===== src/rtl/pos_demux_bank_if.sv =====
// rtl/pos_demux_bank_if.sv - write/clear handshake and slot outputs of the position bank
// master drives requests; slave (the bank) returns readiness, pulses and slot contents.
interface pos_demux_bank_if;
   logic [2:0] S;
   logic [4:0] Din;
   logic       wr_valid;
   logic       wr_ready;
   logic       clr_req;
   logic       clr_done;
   logic       wr_err;
   logic [4:0] Q0;
   logic [4:0] Q1;
   logic [4:0] Q2;
   logic [4:0] Q3;
   logic [4:0] Q4;
   logic [4:0] Q5;
   logic [7:0] upd_cnt;

   modport master (
      output S, Din, wr_valid, clr_req,
      input  wr_ready, clr_done, wr_err, Q0, Q1, Q2, Q3, Q4, Q5, upd_cnt
   );

   modport slave (
      input  S, Din, wr_valid, clr_req,
      output wr_ready, clr_done, wr_err, Q0, Q1, Q2, Q3, Q4, Q5, upd_cnt
   );
endinterface


===== src/rtl/pos_demux_bank.sv =====
// rtl/pos_demux_bank.sv - 6-slot position bank write demux with sequential clear sweep
// Optional RANGE_CHK_EN: reject writes whose Din lies outside the 4x5 board (Din > 19).
module pos_demux_bank #(
   parameter logic [4:0] INIT0 = 5'd0,
   parameter logic [4:0] INIT1 = 5'd1,
   parameter logic [4:0] INIT2 = 5'd2,
   parameter logic [4:0] INIT3 = 5'd3,
   parameter logic [4:0] INIT4 = 5'd4,
   parameter logic [4:0] INIT5 = 5'd5
) (
   input logic             clk,
   input logic             rst,
   pos_demux_bank_if.slave bus
);

   typedef enum logic {IDLE, CLEAR} state_t;

   localparam logic [4:0] INIT_TAB [6] = '{INIT0, INIT1, INIT2, INIT3, INIT4, INIT5};

   state_t     state;
   logic [2:0] cnt;
   logic [4:0] q [6];
   logic [7:0] upd;
   logic       err_r;
   logic       done_r;
   logic       wr_bad;

   always_comb begin
      wr_bad = (bus.S > 3'd5);
`ifdef RANGE_CHK_EN
      if (bus.Din > 5'd19)
         wr_bad = 1'b1;
`endif
   end

   // a pending clear takes priority, so a simultaneous write is never accepted
   assign bus.wr_ready = (state == IDLE) && !bus.clr_req;

   always_ff @(posedge clk or posedge rst) begin
      if (rst) begin
         state  <= IDLE;
         cnt    <= 3'd0;
         upd    <= 8'd0;
         err_r  <= 1'b0;
         done_r <= 1'b0;
         for (int k = 0; k < 6; k++)
            q[k] <= INIT_TAB[k];
      end else begin
         err_r  <= 1'b0;
         done_r <= 1'b0;
         case (state)
            IDLE: begin
               if (bus.clr_req) begin
                  state <= CLEAR;
                  cnt   <= 3'd0;
                  upd   <= 8'd0;
               end else if (bus.wr_valid) begin
                  if (wr_bad) begin
                     err_r <= 1'b1;
                  end else begin
                     q[bus.S] <= bus.Din;
                     upd      <= upd + 8'd1;
                  end
               end
            end
            CLEAR: begin
               q[cnt] <= INIT_TAB[cnt];
               if (cnt == 3'd5) begin
                  state  <= IDLE;
                  cnt    <= 3'd0;
                  done_r <= 1'b1;
               end else begin
                  cnt <= cnt + 3'd1;
               end
            end
            default: state <= IDLE;
         endcase
      end
   end

   assign bus.wr_err   = err_r;
   assign bus.clr_done = done_r;
   assign bus.upd_cnt  = upd;
   assign bus.Q0       = q[0];
   assign bus.Q1       = q[1];
   assign bus.Q2       = q[2];
   assign bus.Q3       = q[3];
   assign bus.Q4       = q[4];
   assign bus.Q5       = q[5];

endmodule

===== src/flat_wrapper.sv =====
// flat-port wrapper written by rule: the top's interface ports become plain ports
module pos_demux_bank_flat 
#(
   parameter logic [4:0] INIT0 = 5'd0,
   parameter logic [4:0] INIT1 = 5'd1,
   parameter logic [4:0] INIT2 = 5'd2,
   parameter logic [4:0] INIT3 = 5'd3,
   parameter logic [4:0] INIT4 = 5'd4,
   parameter logic [4:0] INIT5 = 5'd5
)
  (clk, rst, bus_S, bus_Din, bus_wr_valid, bus_clr_req, bus_wr_ready, bus_clr_done, bus_wr_err, bus_Q0, bus_Q1, bus_Q2, bus_Q3, bus_Q4, bus_Q5, bus_upd_cnt);
  pos_demux_bank_if bus_i ();
  input logic clk;
  input logic rst;
  input wire logic [$bits(bus_i.S)-1:0] bus_S;
  input wire logic [$bits(bus_i.Din)-1:0] bus_Din;
  input wire logic [$bits(bus_i.wr_valid)-1:0] bus_wr_valid;
  input wire logic [$bits(bus_i.clr_req)-1:0] bus_clr_req;
  output wire logic [$bits(bus_i.wr_ready)-1:0] bus_wr_ready;
  output wire logic [$bits(bus_i.clr_done)-1:0] bus_clr_done;
  output wire logic [$bits(bus_i.wr_err)-1:0] bus_wr_err;
  output wire logic [$bits(bus_i.Q0)-1:0] bus_Q0;
  output wire logic [$bits(bus_i.Q1)-1:0] bus_Q1;
  output wire logic [$bits(bus_i.Q2)-1:0] bus_Q2;
  output wire logic [$bits(bus_i.Q3)-1:0] bus_Q3;
  output wire logic [$bits(bus_i.Q4)-1:0] bus_Q4;
  output wire logic [$bits(bus_i.Q5)-1:0] bus_Q5;
  output wire logic [$bits(bus_i.upd_cnt)-1:0] bus_upd_cnt;
  assign bus_i.S = bus_S;
  assign bus_i.Din = bus_Din;
  assign bus_i.wr_valid = bus_wr_valid;
  assign bus_i.clr_req = bus_clr_req;
  assign bus_wr_ready = bus_i.wr_ready;
  assign bus_clr_done = bus_i.clr_done;
  assign bus_wr_err = bus_i.wr_err;
  assign bus_Q0 = bus_i.Q0;
  assign bus_Q1 = bus_i.Q1;
  assign bus_Q2 = bus_i.Q2;
  assign bus_Q3 = bus_i.Q3;
  assign bus_Q4 = bus_i.Q4;
  assign bus_Q5 = bus_i.Q5;
  assign bus_upd_cnt = bus_i.upd_cnt;
  pos_demux_bank #(.INIT0(INIT0), .INIT1(INIT1), .INIT2(INIT2), .INIT3(INIT3), .INIT4(INIT4), .INIT5(INIT5)) u_core (.clk(clk), .rst(rst), .bus(bus_i));
endmodule

===== config.mk =====
export PLATFORM = sky130hd
export DESIGN_NAME = pos_demux_bank_flat
export DESIGN_NICKNAME = d
export VERILOG_FILES = /design/src/rtl/pos_demux_bank_if.sv /design/src/rtl/pos_demux_bank.sv /design/src/flat_wrapper.sv
export SDC_FILE = /design/constraint.sdc
export NUM_CORES = 1
export LEC_CHECK = 0
export CORE_UTILIZATION = 48
export DETAILED_ROUTE_END_ITERATION = 7
export PLACE_DENSITY = 0.88
export SLEW_MARGIN = 20
export SYNTH_ARGS = -nofsm -noshare
export SYNTH_HDL_FRONTEND = slang
export SYNTH_SLANG_ARGS = --single-unit

===== constraint.sdc =====
create_clock -name clk -period 3.6 [get_ports clk]
set_clock_uncertainty 0.05 [all_clocks]
set_input_delay 1.08 -clock clk [delete_from_list [all_inputs] [get_ports clk]]
set_output_delay 1.08 -clock clk [all_outputs]
set_load 0.1 [all_outputs]

==> metrics.md, run 1 <==
| Metric | Value |
|---|---|
| Syn Area/Cell | `about 12 sq um` |
| Sequential-to-total area share from yosys stat | `55.0%` |
| Largest net degree at the start of global routing | `45` |
| DRT iter0 DRCs | `76` |
| Final cycle utilization of the critical path | `89.0%` |
| Total power | `2.21 mW` |
| Asr flop ratio synth | `100%` |
| Worst setup EP type | `output pin` |
| Relative slew slack | `a little over half` |
| Post-synth top area cell | `dfrtp_1` |
| Top-area cell type share of the netlist area | `a little under half` |
| Global placement routability congestion | `0.778` |
| Combinational Power Share | `50.7%` |
| Clock power share | `16.5%` |
| # diodes | `0` |
| Clock Path Buffers | `2` |
| CTS root buf | `clkbuf_8` |
| CTS tree | `built` |
| Nets | `240` |
| Synth Flop Type | `dfrtp_1` |
| Place WS | `395 ps` |
| Max cap viols | `0` |
| Post-CTS Hold Fix Bufs | `0` |
| Maximum clock rate | `312 MHz` |
| PortBufs | `between 50 and 60` |
| Total track usage | `20.7%` |
| Worst Path Arrival | `2080 ps` |
| Delay-heaviest family, CP | `buffers and inverters` |
| Final min period | `3210 ps` |
| Critical Path Fanout Max | `4` |
| Sink Count | `44` |
| Placed Area | `between 2000 and 2500 sq um` |
| Switching share of power | `51.1%` |
| Share of cells above drive strength 1 | `35.1%` |
| Ys Warns | `0` |
| Max Transition Viols Final | `0` |
| Highest-delay cell along the critical path | `clkdlybuf4s50_1` |
| Site Rows | `23` |
| Hold depth | `2` |
| Final Util | `64.3%` |
| I/O pin total | `53` |
| Synthesized net count | `185` |
| Total grt overflow | `0` |
| Initial Util | `between 50% and 60%` |
| Cells after Synth | `172` |
| Pwr/cell area | `852 nW/um^2` |
| Antenna violations before repair | `0` |
| Post-synth EDFFs | `0` |
| Worst-path cell chain | `clkdlybuf4s50_1 -> nor2_1 -> buf_12` |
| Wire per inst | `15.6 microns` |
| Synth area leaders | `dfrtp_1 46%, dfstp_2 9.1%, a22o_1 7.4%` |
| Vias per cell | `5.49` |
| Data required, critical path | `around 2500 ps` |
| Vias in the first global route | `~1400` |
| HP Class | `reg -> reg` |
| Hold Violations, Final | `0` |
| H-tree depth | `2` |
| Worst VDD drop | `0.000597 V` |
| Unrepaired setup endpoints after global routing | `false` |
| Static Leak | `1.23 nW` |
| DP HPWL | `between 3000 and 4000 microns` |
| First-pass GRT wire length | `approximately 6600 microns` |
| Die area | `roughly 4500 sq um` |
| Commonest non-fill, non-tap cell in the layout | `buf_4` |
| Die extent in x | `66.8 microns` |
| Post CTS Setup Buffer Count | `0` |
| Clock Latency Late Sink | `290 ps` |
| DIE HEIGHT | `approximately 67 microns` |
| First-pass iteration count of the detailed router | `4` |
| Final setup viols | `0` |
| Sequential fraction of design power | `32.8%` |
| WL final | `4330 microns` |
| Post-Layout Cell Count | `about 280` |
| Most used cells in the layout excluding fill and tap cells | `41 x buf_4, 37 x dfrtp_1, 17 x a22o_1` |
| PostCTS Resize Cnt | `0` |
| Antenna-violating nets left | `0` |
| Post-synthesis instance area | `2020 sq um` |
| Worst setup SP type | `input pin` |
| Sw Pwr | `1.13 mW` |
| Unique masters post-synth | `42` |
| CP Depth | `3` |
| Area growth syn-to-layout | `28.3%` |
| Critical path type | `in -> out` |
| CP peak stage delay | `460 ps` |
| Cells on worst reg2reg path | `3` |
| Post-Route Hold Slack | `434 ps` |
| FF+latch count, synth | `44` |
| Buf/Inv on CP | `2` |
| CORE AREA | `4030 sq um` |
| Run status | `complete, no violations` |
| P_int | `1.08 mW` |
| DRC Markers | `0` |
| Design area | `2590 sq um` |
| Slew @ Worst Pin | `695 ps` |
| DR vias | `1527` |
| Placed Instances | `270` |
| Clock Pin Slew Worst Setup and Hold Paths | `roughly 80 ps` |
| Total negative slack | `0 ps` |
| Final Worst Setup Slack | `394 ps` |
| CTS Buf Count | `5` |
## path summary, 6_finish.rpt
| kind | endpoint | slack, ps | from |
|---|---|---|---|
| worst max-delay path | bus_wr_ready | 390 | bus_clr_req |
| worst min-delay path | u_core.bus.Q5[0]$_DFFE_PP1P_ | 430 | u_core.bus.Q5[0]$_DFFE_PP1P_ |
| worst max register to register | u_core.bus.Q4[3]$_DFFE_PP0P_ | 1800 | u_core.state$_DFF_PP0_ |
| worst min register to register | u_core.bus.Q5[0]$_DFFE_PP1P_ | 430 | u_core.bus.Q5[0]$_DFFE_PP1P_ |
| max in group asynchronous | u_core.bus.upd_cnt[0]$_DFFE_PP0P_ | 1950 | rst |
| min in group asynchronous | u_core.bus.clr_done$_DFF_PP0_ | 1170 | rst |
## worst min-delay path, stage by stage (launching register included)
cell and delay (ps):
dfstp_2 370, inv_1 50, a22oi_1 60
## kinds of logic (layout without fill, tap and decap cells)
family	count (synthesis)	count (layout)	share of synthesized area, %
AOI/OAI and AO/OA	36	36	14.8
xor gates and xnor gates	6	6	2.60
adders and majority gates	1	1	0.620
buffers and inverters	15	71	3.66
DFF	44	44	55.0
muxes	3	3	1.61
and+or+nand+nor	67	67	21.8
## synthesized netlist by cell type (2+ instances only)
cell type	instances
nor2b_1	2
nor2_1	12
dfrtp_1	37
a22o_1	17
nor3_1	4
nand2_1	14
and3_1	2
nor3_2	2
xnor2_1	6
nand3_1	7
a22oi_1	4
and2_4	2
buf_2	2
inv_1	10
o21ai_1	6
dfstp_2	7
mux2_2	2
nor4b_2	2
nor3b_1	2
o21ai_2	4
buf_6	2
nor4_2	4
a21oi_1	2
nand2b_1	2
## layout make-up
type / instances / area, sq um
clock inverter: 2 / 35.0
sequential: 44 / 1110
inverter: 10 / 37.5
clock buffer: 6 / 72.6
timing repair buffer: 53 / 438
multi-input combinational: 113 / 835
fill: 328 / 1440
tap: 50 / 62.6
## flip-flops by register name (all words and copies together) (netlist names)
| name | count |
|---|---|
| u_core.bus.Q5 | 5 |
| u_core.state | 1 |
| u_core.bus.Q0 | 5 |
| u_core.bus.wr_err | 1 |
| u_core.bus.Q1 | 5 |
| u_core.bus.clr_done | 1 |
| u_core.bus.Q2 | 5 |
| u_core.bus.upd_cnt | 8 |
| u_core.bus.Q4 | 5 |
| u_core.cnt | 3 |
| u_core.bus.Q3 | 5 |
## per-layer routing
| layer | routed length (microns) | track usage [%] | vias to the layer above |
|---|---|---|---|
| met3 | 163 | 4.45 | 7 |
| li1 | - | - | 726 |
| met5 | 0 | 0 | - |
| met2 | 2050 | 31.6 | 34 |
| met4 | 82 | 10.4 | 0 |
| met1 | 2030 | 27.5 | 760 |
## power groups by stage
stage	Clock, mW	Sequential [mW]	Combinational [mW]
after floorplan	0	1.31	0.301
after global placement	0	0.728	1.11
after detailed placement	0	0.730	1.12
after CTS	0.369	0.723	1.12
after global routing	0.390	0.739	1.16
final	0.364	0.724	1.12
No activity file was read; power rests on OpenSTA's default activity.
==> run 2, diff against run 1 <==
--- a/config.mk
+++ b/config.mk
@@ -5,10 +5,12 @@
 export SDC_FILE = /design/constraint.sdc
 export NUM_CORES = 1
 export LEC_CHECK = 0
+export ABC_AREA = 1
 export CORE_UTILIZATION = 48
 export DETAILED_ROUTE_END_ITERATION = 7
-export PLACE_DENSITY = 0.88
+export PLACE_DENSITY = 0.87
 export SLEW_MARGIN = 20
 export SYNTH_ARGS = -nofsm -noshare
 export SYNTH_HDL_FRONTEND = slang
 export SYNTH_SLANG_ARGS = --single-unit
+export TNS_END_PERCENT = 5
==> metrics.md, run 2 <==
| Metric | Value |
|---|---|
| Total track usage | `22.6% (was 20.7%)` |
| Clock Pin Slew Worst Setup and Hold Paths | `80 ps (about the same)` |
| DRC Markers | `0 (unchanged)` |
| Most used cells in the layout excluding fill and tap cells | `102 x nand2_1, 41 x buf_4, 37 x dfrtp_1 (was 41 x buf_4, 37 x dfrtp_1, 17 x a22o_1)` |
| Synthesized net count | `291 (was 185)` |
| Slew @ Worst Pin | `560 ps (was 695 ps)` |
| Die area | `4850 sq um (was 4470 sq um)` |
| Relative slew slack | `62.7% (was 53.7%)` |
| DRT iter0 DRCs | `104 (was 76)` |
| WL final | `5030 microns (was 4330 microns)` |
| Total grt overflow | `0 (unchanged)` |
| Clock power share | `15.6% (was 16.5%)` |
| Buf/Inv on CP | `2 (unchanged)` |
| Worst Path Arrival | `1910 ps (was 2080 ps)` |
| Max cap viols | `0 (unchanged)` |
| Reg-to-reg slack, setup | `1960 ps (was 1800 ps)` |
| Cells on worst reg2reg path | `7 (was 3)` |
| Post-synthesis instance area | `2200 sq um (was 2020 sq um)` |
| Vias in the first global route | `1913 (was 1389)` |
| Synth area leaders | `dfrtp_1 42%, nand2_1 17%, dfstp_2 8.4% (was dfrtp_1 46%, dfstp_2 9.1%, a22o_1 7.4%)` |
| Cell with the most instances after synthesis | `nand2_1 (was dfrtp_1)` |
| Antenna violations before repair | `0 (unchanged)` |
| DP HPWL | `3760 microns (was 3080 microns)` |
| Commonest non-fill, non-tap cell in the layout | `nand2_1 (was buf_4)` |
| Post-synth top area cell | `dfrtp_1 (unchanged)` |
| Max FFs per register | `8 (unchanged)` |
| Clock Path Buffers | `2 (unchanged)` |
| Syn Area/Cell | `7.90 sq um (was 11.7 sq um)` |
| Global placement routability congestion | `0.870 (was 0.778)` |
| I/O pin total | `53 (unchanged)` |
| Final min period | `3050 ps (was 3210 ps)` |
| Most frequent cells after synthesis | `102 x nand2_1, 37 x dfrtp_1, 28 x nand3_1 (was 37 x dfrtp_1, 17 x a22o_1, 14 x nand2_1)` |
| Worst VDD drop | `0.000516 V (was 0.000597 V)` |
| # diodes | `0 (unchanged)` |
| CP peak stage delay | `480 ps (was 460 ps)` |
| Worst setup endpoint | `bus_wr_ready (unchanged)` |
| DR vias | `1970 (was 1527)` |
| Post CTS Setup Buffer Count | `0 (unchanged)` |
| DIE HEIGHT | `69.7 microns (was 66.8 microns)` |
| Final cycle utilization of the critical path | `84.6% (was 89.0%)` |
| Top-area cell type share of the netlist area | `42.1% (was 45.9%)` |
| H-tree depth | `2 (unchanged)` |
| Antenna-violating nets left | `0 (unchanged)` |
| Place WS | `553 ps (was 395 ps)` |
| CORE AREA | `4380 sq um (was 4030 sq um)` |
| PortBufs | `52 (unchanged)` |
| Die extent in x | `69.7 microns (was 66.8 microns)` |
| Final setup viols | `0 (unchanged)` |
| Total negative slack | `0 ps (unchanged)` |
| CP Depth | `3 (unchanged)` |
| Static Leak | `1.51 nW (was 1.23 nW)` |
| Area growth syn-to-layout | `26.4% (was 28.3%)` |
| RR Endpoint | `u_core.bus.Q0[3]$_DFFE_PP0P_ (was u_core.bus.Q4[3]$_DFFE_PP0P_)` |
| Initial Util | `50.1% (about the same)` |
| Unique masters post-synth | `27 (was 42)` |
| P_int | `1.09 mW (was 1.08 mW)` |
| First-pass GRT wire length | `8730 microns (was 6560 microns)` |
| Site Rows | `24 (was 23)` |
| Sequential fraction of design power | `30.6% (was 32.8%)` |
| Sink Count | `44 (unchanged)` |
| Sw Pwr | `1.29 mW (was 1.13 mW)` |
| Nets | `348 (was 240)` |
| First-pass iteration count of the detailed router | `4 (unchanged)` |
| Clock Latency Late Sink | `300 ps (was 290 ps)` |
| Sequential-to-total area share from yosys stat | `50.5% (was 55.0%)` |
| Hold Violations, Final | `0 (unchanged)` |
| Total power | `2.37 mW (was 2.21 mW)` |
| Worst R2R Start | `u_core.state$_DFF_PP0_ (unchanged)` |
| HP Class | `reg -> reg (unchanged)` |
| Critical Path Fanout Max | `4 (unchanged)` |
| Largest net degree at the start of global routing | `45 (unchanged)` |
| Ys Warns | `0 (unchanged)` |
| Max Transition Viols Final | `0 (unchanged)` |
| Pwr/cell area | `855 nW/um^2 (was 852 nW/um^2)` |
| CTS Buf Count | `5 (unchanged)` |
| Final Worst Setup Slack | `555 ps (was 394 ps)` |
| Switching share of power | `54.2% (was 51.1%)` |
| CTS tree | `built (unchanged)` |
| Run status | `complete, no violations (unchanged)` |
| Delay-heaviest family, CP | `buffers and inverters (unchanged)` |
| Vias per cell | `5.08 (was 5.49)` |
| FF+latch count, synth | `44 (unchanged)` |
| Setup crit start | `bus_clr_req (unchanged)` |
| Post-CTS Hold Fix Bufs | `0 (unchanged)` |
| Worst setup SP type | `input pin (unchanged)` |
| Combinational Power Share | `53.8% (was 50.7%)` |
| PostCTS Resize Cnt | `0 (unchanged)` |
| Cells after Synth | `278 (was 172)` |
| Wire per inst | `13.0 microns (was 15.6 microns)` |
| Worst setup EP type | `output pin (unchanged)` |
| Critical path type | `in -> out (unchanged)` |
| Asr flop ratio synth | `100% (unchanged)` |
| Maximum clock rate | `328 MHz (was 312 MHz)` |
| Data required, critical path | `2470 ps (about the same)` |
| Highest-delay cell along the critical path | `clkdlybuf4s50_1 (unchanged)` |
| Share of cells above drive strength 1 | `23.2% (was 35.1%)` |
| Worst-path cell chain | `clkdlybuf4s50_1 -> nor2_4 -> buf_12 (was clkdlybuf4s50_1 -> nor2_1 -> buf_12)` |
| Synth Flop Type | `dfrtp_1 (unchanged)` |
| Post-synth EDFFs | `0 (unchanged)` |
| Unrepaired setup endpoints after global routing | `false (unchanged)` |
| CTS root buf | `clkbuf_8 (unchanged)` |
[run 2: cell count changes after synthesis, sizes merged, moves of 5 or more]
| cell | before | now |
|---|---|---|
| nand3 | 7 | 30 |
| nor4 | 6 | 0 |
| xnor2 | 6 | 1 |
| nand2 | 15 | 108 |
| a22o | 17 | 0 |
| nor2 | 12 | 32 |
| inv | 10 | 30 |
| nand4 | 1 | 9 |
[run 2: cell type report]
type / count / area, sq um
clock inverter: 2 / 35.0
multi-input combinational: 201 / 940
clock buffer: 6 / 72.6
fill: 397 / 1610
tap: 52 / 65.1
sequential: 44 / 1110
inverter: 30 / 118
timing repair buffer: 53 / 438
[run 2: power by group through the flow]
stage / sequential, mW / combinational, mW / clock, mW
finish: 0.726 / 1.28 / 0.370
global route: 0.742 / 1.35 / 0.395
CTS: 0.725 / 1.28 / 0.375
detailed placement: 0.733 / 1.28 / 0
global placement: 0.727 / 1.26 / 0
floorplan: 1.32 / 0.438 / 0
[run 2: worst min-delay path by stage]
| stage | startpoint | end | slack [ps] | cells after the start |
|---|---|---|---|---|
| finish | u_core.bus.Q2[1]$_DFFE_PP1P_ | u_core.bus.Q2[1]$_DFFE_PP1P_ | 410 | 2 |
| global placement | u_core.bus.Q2[1]$_DFFE_PP1P_ | u_core.bus.Q2[1]$_DFFE_PP1P_ | 400 | 2 |
| floorplan | u_core.cnt[2]$_DFFE_PP0N_ | u_core.cnt[2]$_DFFE_PP0N_ | 500 | 2 |
| CTS | u_core.bus.Q2[1]$_DFFE_PP1P_ | u_core.bus.Q2[1]$_DFFE_PP1P_ | 420 | 2 |
| detailed placement | u_core.bus.Q2[1]$_DFFE_PP1P_ | u_core.bus.Q2[1]$_DFFE_PP1P_ | 400 | 2 |
| global route | u_core.bus.Q2[1]$_DFFE_PP1P_ | u_core.bus.Q2[1]$_DFFE_PP1P_ | 440 | 2 |
[run 2: per-stage QoR]
stage / instance area (sq um) / utilization (%) / cells / hold WS, ps
after CTS: 2780 / 63.4 / 388 / 417
after global routing: 2780 / 63.4 / 388 / 445
after detailed placement: 2670 / 60.9 / 380 / 403
after global placement: 2670 / 60.9 / 380 / 401
after floorplan: 2200 / - / 278 / 502
final: 2780 / 63.4 / 388 / 415
[run 2: logic make-up (layout without fill, tap and decap cells)]
family	after synthesis	after routing	share of synthesized area (%)
XOR/XNOR	1	1	0.399
buffers and inverters	33	91	6.72
flip-flops	44	44	50.5
AO/OA/AOI/OAI	18	18	5.18
adder cells (fa/ha/maj)	1	1	0.569
AND/OR/NAND/NOR	181	181	36.6
[run 2: metal layers]
layer  global-route usage [%]  share of wire [%]
met5                        0                  0
met4                     8.22                2.0
met3                     4.80                5.3
met2                     36.7                 49
met1                     30.1                 44
[run 2: worst register-to-register path: stages, from the launching register on]
cell and delay [ps]:
dfrtp_1 700, inv_6 170, nor2_4 150, nand2_1 110, o21ai_4 110, nand2_2 120
nand2_1 80, nand2_1 50
==> run 3, diff against run 2 <==
==> constraint.sdc (replaced) <==
create_clock -name clk -period 2.89 [get_ports clk]
set_clock_uncertainty 0.05 [all_clocks]
set_input_delay 0.867 -clock clk [delete_from_list [all_inputs] [get_ports clk]]
set_output_delay 0.867 -clock clk [all_outputs]
set_load 0.1 [all_outputs]
==> metrics.md, run 3 (same netlist as run 2, synthesis figures left out) <==
| Metric | Value |
|---|---|
| DIE HEIGHT | `69.7 microns (unchanged)` |
| Post-Route Hold Slack | `427 ps (was 415 ps)` |
| Place WS | `268 ps (was 553 ps)` |
| Max FFs per register | `8 (unchanged)` |
| Total power | `2.89 mW (was 2.37 mW)` |
| First-pass GRT wire length | `8340 microns (was 8730 microns)` |
| Final Worst Setup Slack | `264 ps (was 555 ps)` |
| Area growth syn-to-layout | `25.7% (was 26.4%)` |
| Switching share of power | `55.4% (was 54.2%)` |
| Final cycle utilization of the critical path | `90.9%` |
| DRC Markers | `0 (unchanged)` |
| Combinational Power Share | `55.1% (was 53.8%)` |
| Fillcell total | `373 (was 397)` |
| Most used cells in the layout excluding fill and tap cells | `102 x nand2_1, 41 x buf_4, 37 x dfrtp_1 (unchanged)` |
| Worst-path cell chain | `clkdlybuf4s50_1 -> nor2_4 -> buf_12 (unchanged)` |
| I/O pin total | `53 (unchanged)` |
| DR vias | `1984 (was 1970)` |
| Vias in the first global route | `1852 (was 1913)` |
| Wire per inst | `12.8 microns (was 13.0 microns)` |
| Run status | `complete, no violations (unchanged)` |
| Largest net degree at the start of global routing | `45 (unchanged)` |
| DP HPWL | `3620 microns (was 3760 microns)` |
| Die area | `4850 sq um (unchanged)` |
| CTS root buf | `clkbuf_8 (unchanged)` |
| Buf/Inv on CP | `2 (unchanged)` |
| PostCTS Resize Cnt | `0 (unchanged)` |
| Sink Count | `44 (unchanged)` |
| PortBufs | `52 (unchanged)` |
| CORE AREA | `4380 sq um (unchanged)` |
| Design area | `2760 sq um (was 2780 sq um)` |
| Clock Path Buffers | `2 (unchanged)` |
| Total track usage | `21.8% (was 22.6%)` |
| P_int | `1.29 mW (was 1.09 mW)` |
| Hold Violations, Final | `0 (unchanged)` |
| Antenna violations before repair | `0 (unchanged)` |
| DRT iter0 DRCs | `160 (was 104)` |
| Placed Area | `2670 sq um (unchanged)` |
| Antenna-violating nets left | `0 (unchanged)` |
| H-tree depth | `2 (unchanged)` |
| Final min period | `2630 ps` |
| Data required, critical path | `1970 ps (was 2470 ps)` |
| Share of cells above drive strength 1 | `23.5% (was 23.2%)` |
| Post-CTS Hold Fix Bufs | `0 (unchanged)` |
| CTS tree | `built (unchanged)` |
| Nets | `348 (unchanged)` |
| Critical path type | `in -> out (unchanged)` |
| Worst Path Arrival | `1710 ps (was 1910 ps)` |
| Relative slew slack | `61.9% (was 62.7%)` |
| Placed Instances | `380 (unchanged)` |
| Critical Path Fanout Max | `4 (unchanged)` |
| HP Class | `reg -> reg (unchanged)` |
| First-pass iteration count of the detailed router | `4 (unchanged)` |
| # diodes | `0 (unchanged)` |
| Worst VDD drop | `0.000568 V (was 0.000516 V)` |
| Max Transition Viols Final | `0 (unchanged)` |
| Static Leak | `1.51 nW (about the same)` |
| Maximum clock rate | `between 300 and 400 MHz` |
| Pwr/cell area | `1040 nW/um^2 (was 855 nW/um^2)` |
| CP peak stage delay | `480 ps (about the same)` |
| WL final | `4960 microns (was 5030 microns)` |
| Worst setup SP type | `input pin (unchanged)` |
| Slew @ Worst Pin | `571 ps (was 560 ps)` |
| Worst setup EP type | `output pin (unchanged)` |
| Sw Pwr | `1.60 mW (was 1.29 mW)` |
| Delay-heaviest family, CP | `buffers and inverters (unchanged)` |
| Final Util | `63.0% (was 63.4%)` |
| Post-Layout Cell Count | `388 (unchanged)` |
| Site Rows | `24 (unchanged)` |
| Unrepaired setup endpoints after global routing | `false (unchanged)` |
| Commonest non-fill, non-tap cell in the layout | `nand2_1 (unchanged)` |
| Post CTS Setup Buffer Count | `0 (unchanged)` |
| Final setup viols | `0 (unchanged)` |
| Sequential fraction of design power | `31.3% (was 30.6%)` |
| Global placement routability congestion | `0.873 (was 0.870)` |
| Clock power share | `13.6% (was 15.6%)` |
| Max cap viols | `0 (unchanged)` |
| Total negative slack | `0 ps (unchanged)` |
| CTS Buf Count | `5 (unchanged)` |
| Clock Pin Slew Worst Setup and Hold Paths | `80 ps (about the same)` |
| Initial Util | `50.1% (unchanged)` |
| Total grt overflow | `0 (unchanged)` |
| Clock Latency Late Sink | `300 ps (about the same)` |
| Die extent in x | `69.7 microns (unchanged)` |
| Vias per cell | `5.11 (was 5.08)` |
| Highest-delay cell along the critical path | `clkdlybuf4s50_1 (unchanged)` |
## run 3: cell count changes in the layout (fill, tap and decap cells not counted)
cell       before  now
clkinv_2        1    2
clkbuf_8        5    6
bufinv_16       1    0
clkbuf_1        1    0
## run 3: power groups by stage
| stage | Clock [mW] | Sequential, mW | Combinational, mW |
|---|---|---|---|
| floorplan | 0 | 1.64 | 0.546 |
| global placement | 0 | 0.907 | 1.56 |
| detailed placement | 0 | 0.911 | 1.58 |
| CTS | 0.405 | 0.903 | 1.59 |
| global route | 0.433 | 0.924 | 1.67 |
| finish | 0.393 | 0.903 | 1.59 |
## run 3: worst min-delay path: stages (launching register included)
cell and delay [ps]:
dfstp_2 370, inv_1 40, a21oi_1 60
## run 3: per-layer routing
layer | vias to the layer above | share of wire (%) | wire length (microns) | global-route usage (%)
met1 | 918 | 44 | 2200 | 28.5
met5 | - | 0 | 0 | 0
met2 | 55 | 49 | 2430 | 35.2
li1 | 1000 | - | - | -
met3 | 11 | 4.7 | 233 | 5.23
met4 | 0 | 2.1 | 103 | 8.44
## run 3: worst paths after layout
kind                                              start                      endpoint  slack (ps)  depth (start not counted)
max                                         bus_clr_req                  bus_wr_ready         260                          3
min                        u_core.bus.Q3[0]$_DFFE_PP1P_  u_core.bus.Q3[0]$_DFFE_PP1P_         430                          2
max reg2reg                      u_core.state$_DFF_PP0_  u_core.bus.Q2[4]$_DFFE_PP0P_        1250                          7
min reg2reg                u_core.bus.Q3[0]$_DFFE_PP1P_  u_core.bus.Q3[0]$_DFFE_PP1P_         430                          2
max in group asynchronous                           rst  u_core.bus.Q1[0]$_DFFE_PP1P_        1450                          3
min in group asynchronous                           rst  u_core.bus.Q4[1]$_DFFE_PP0P_         960                          3
## run 3: cell type report
type / count / area [sq um] / area share (%)
repair buffers: 53 / 438 / 15.9
clock buffers: 6 / 82.6 / 2.99
clock inverters: 2 / 10.0 / 0.362
well taps: 52 / 65.1 / 2.36
multi-input cells: 201 / 940 / 34.0
inverters: 30 / 118 / 4.26
flip-flops and latches: 44 / 1110 / 40.2
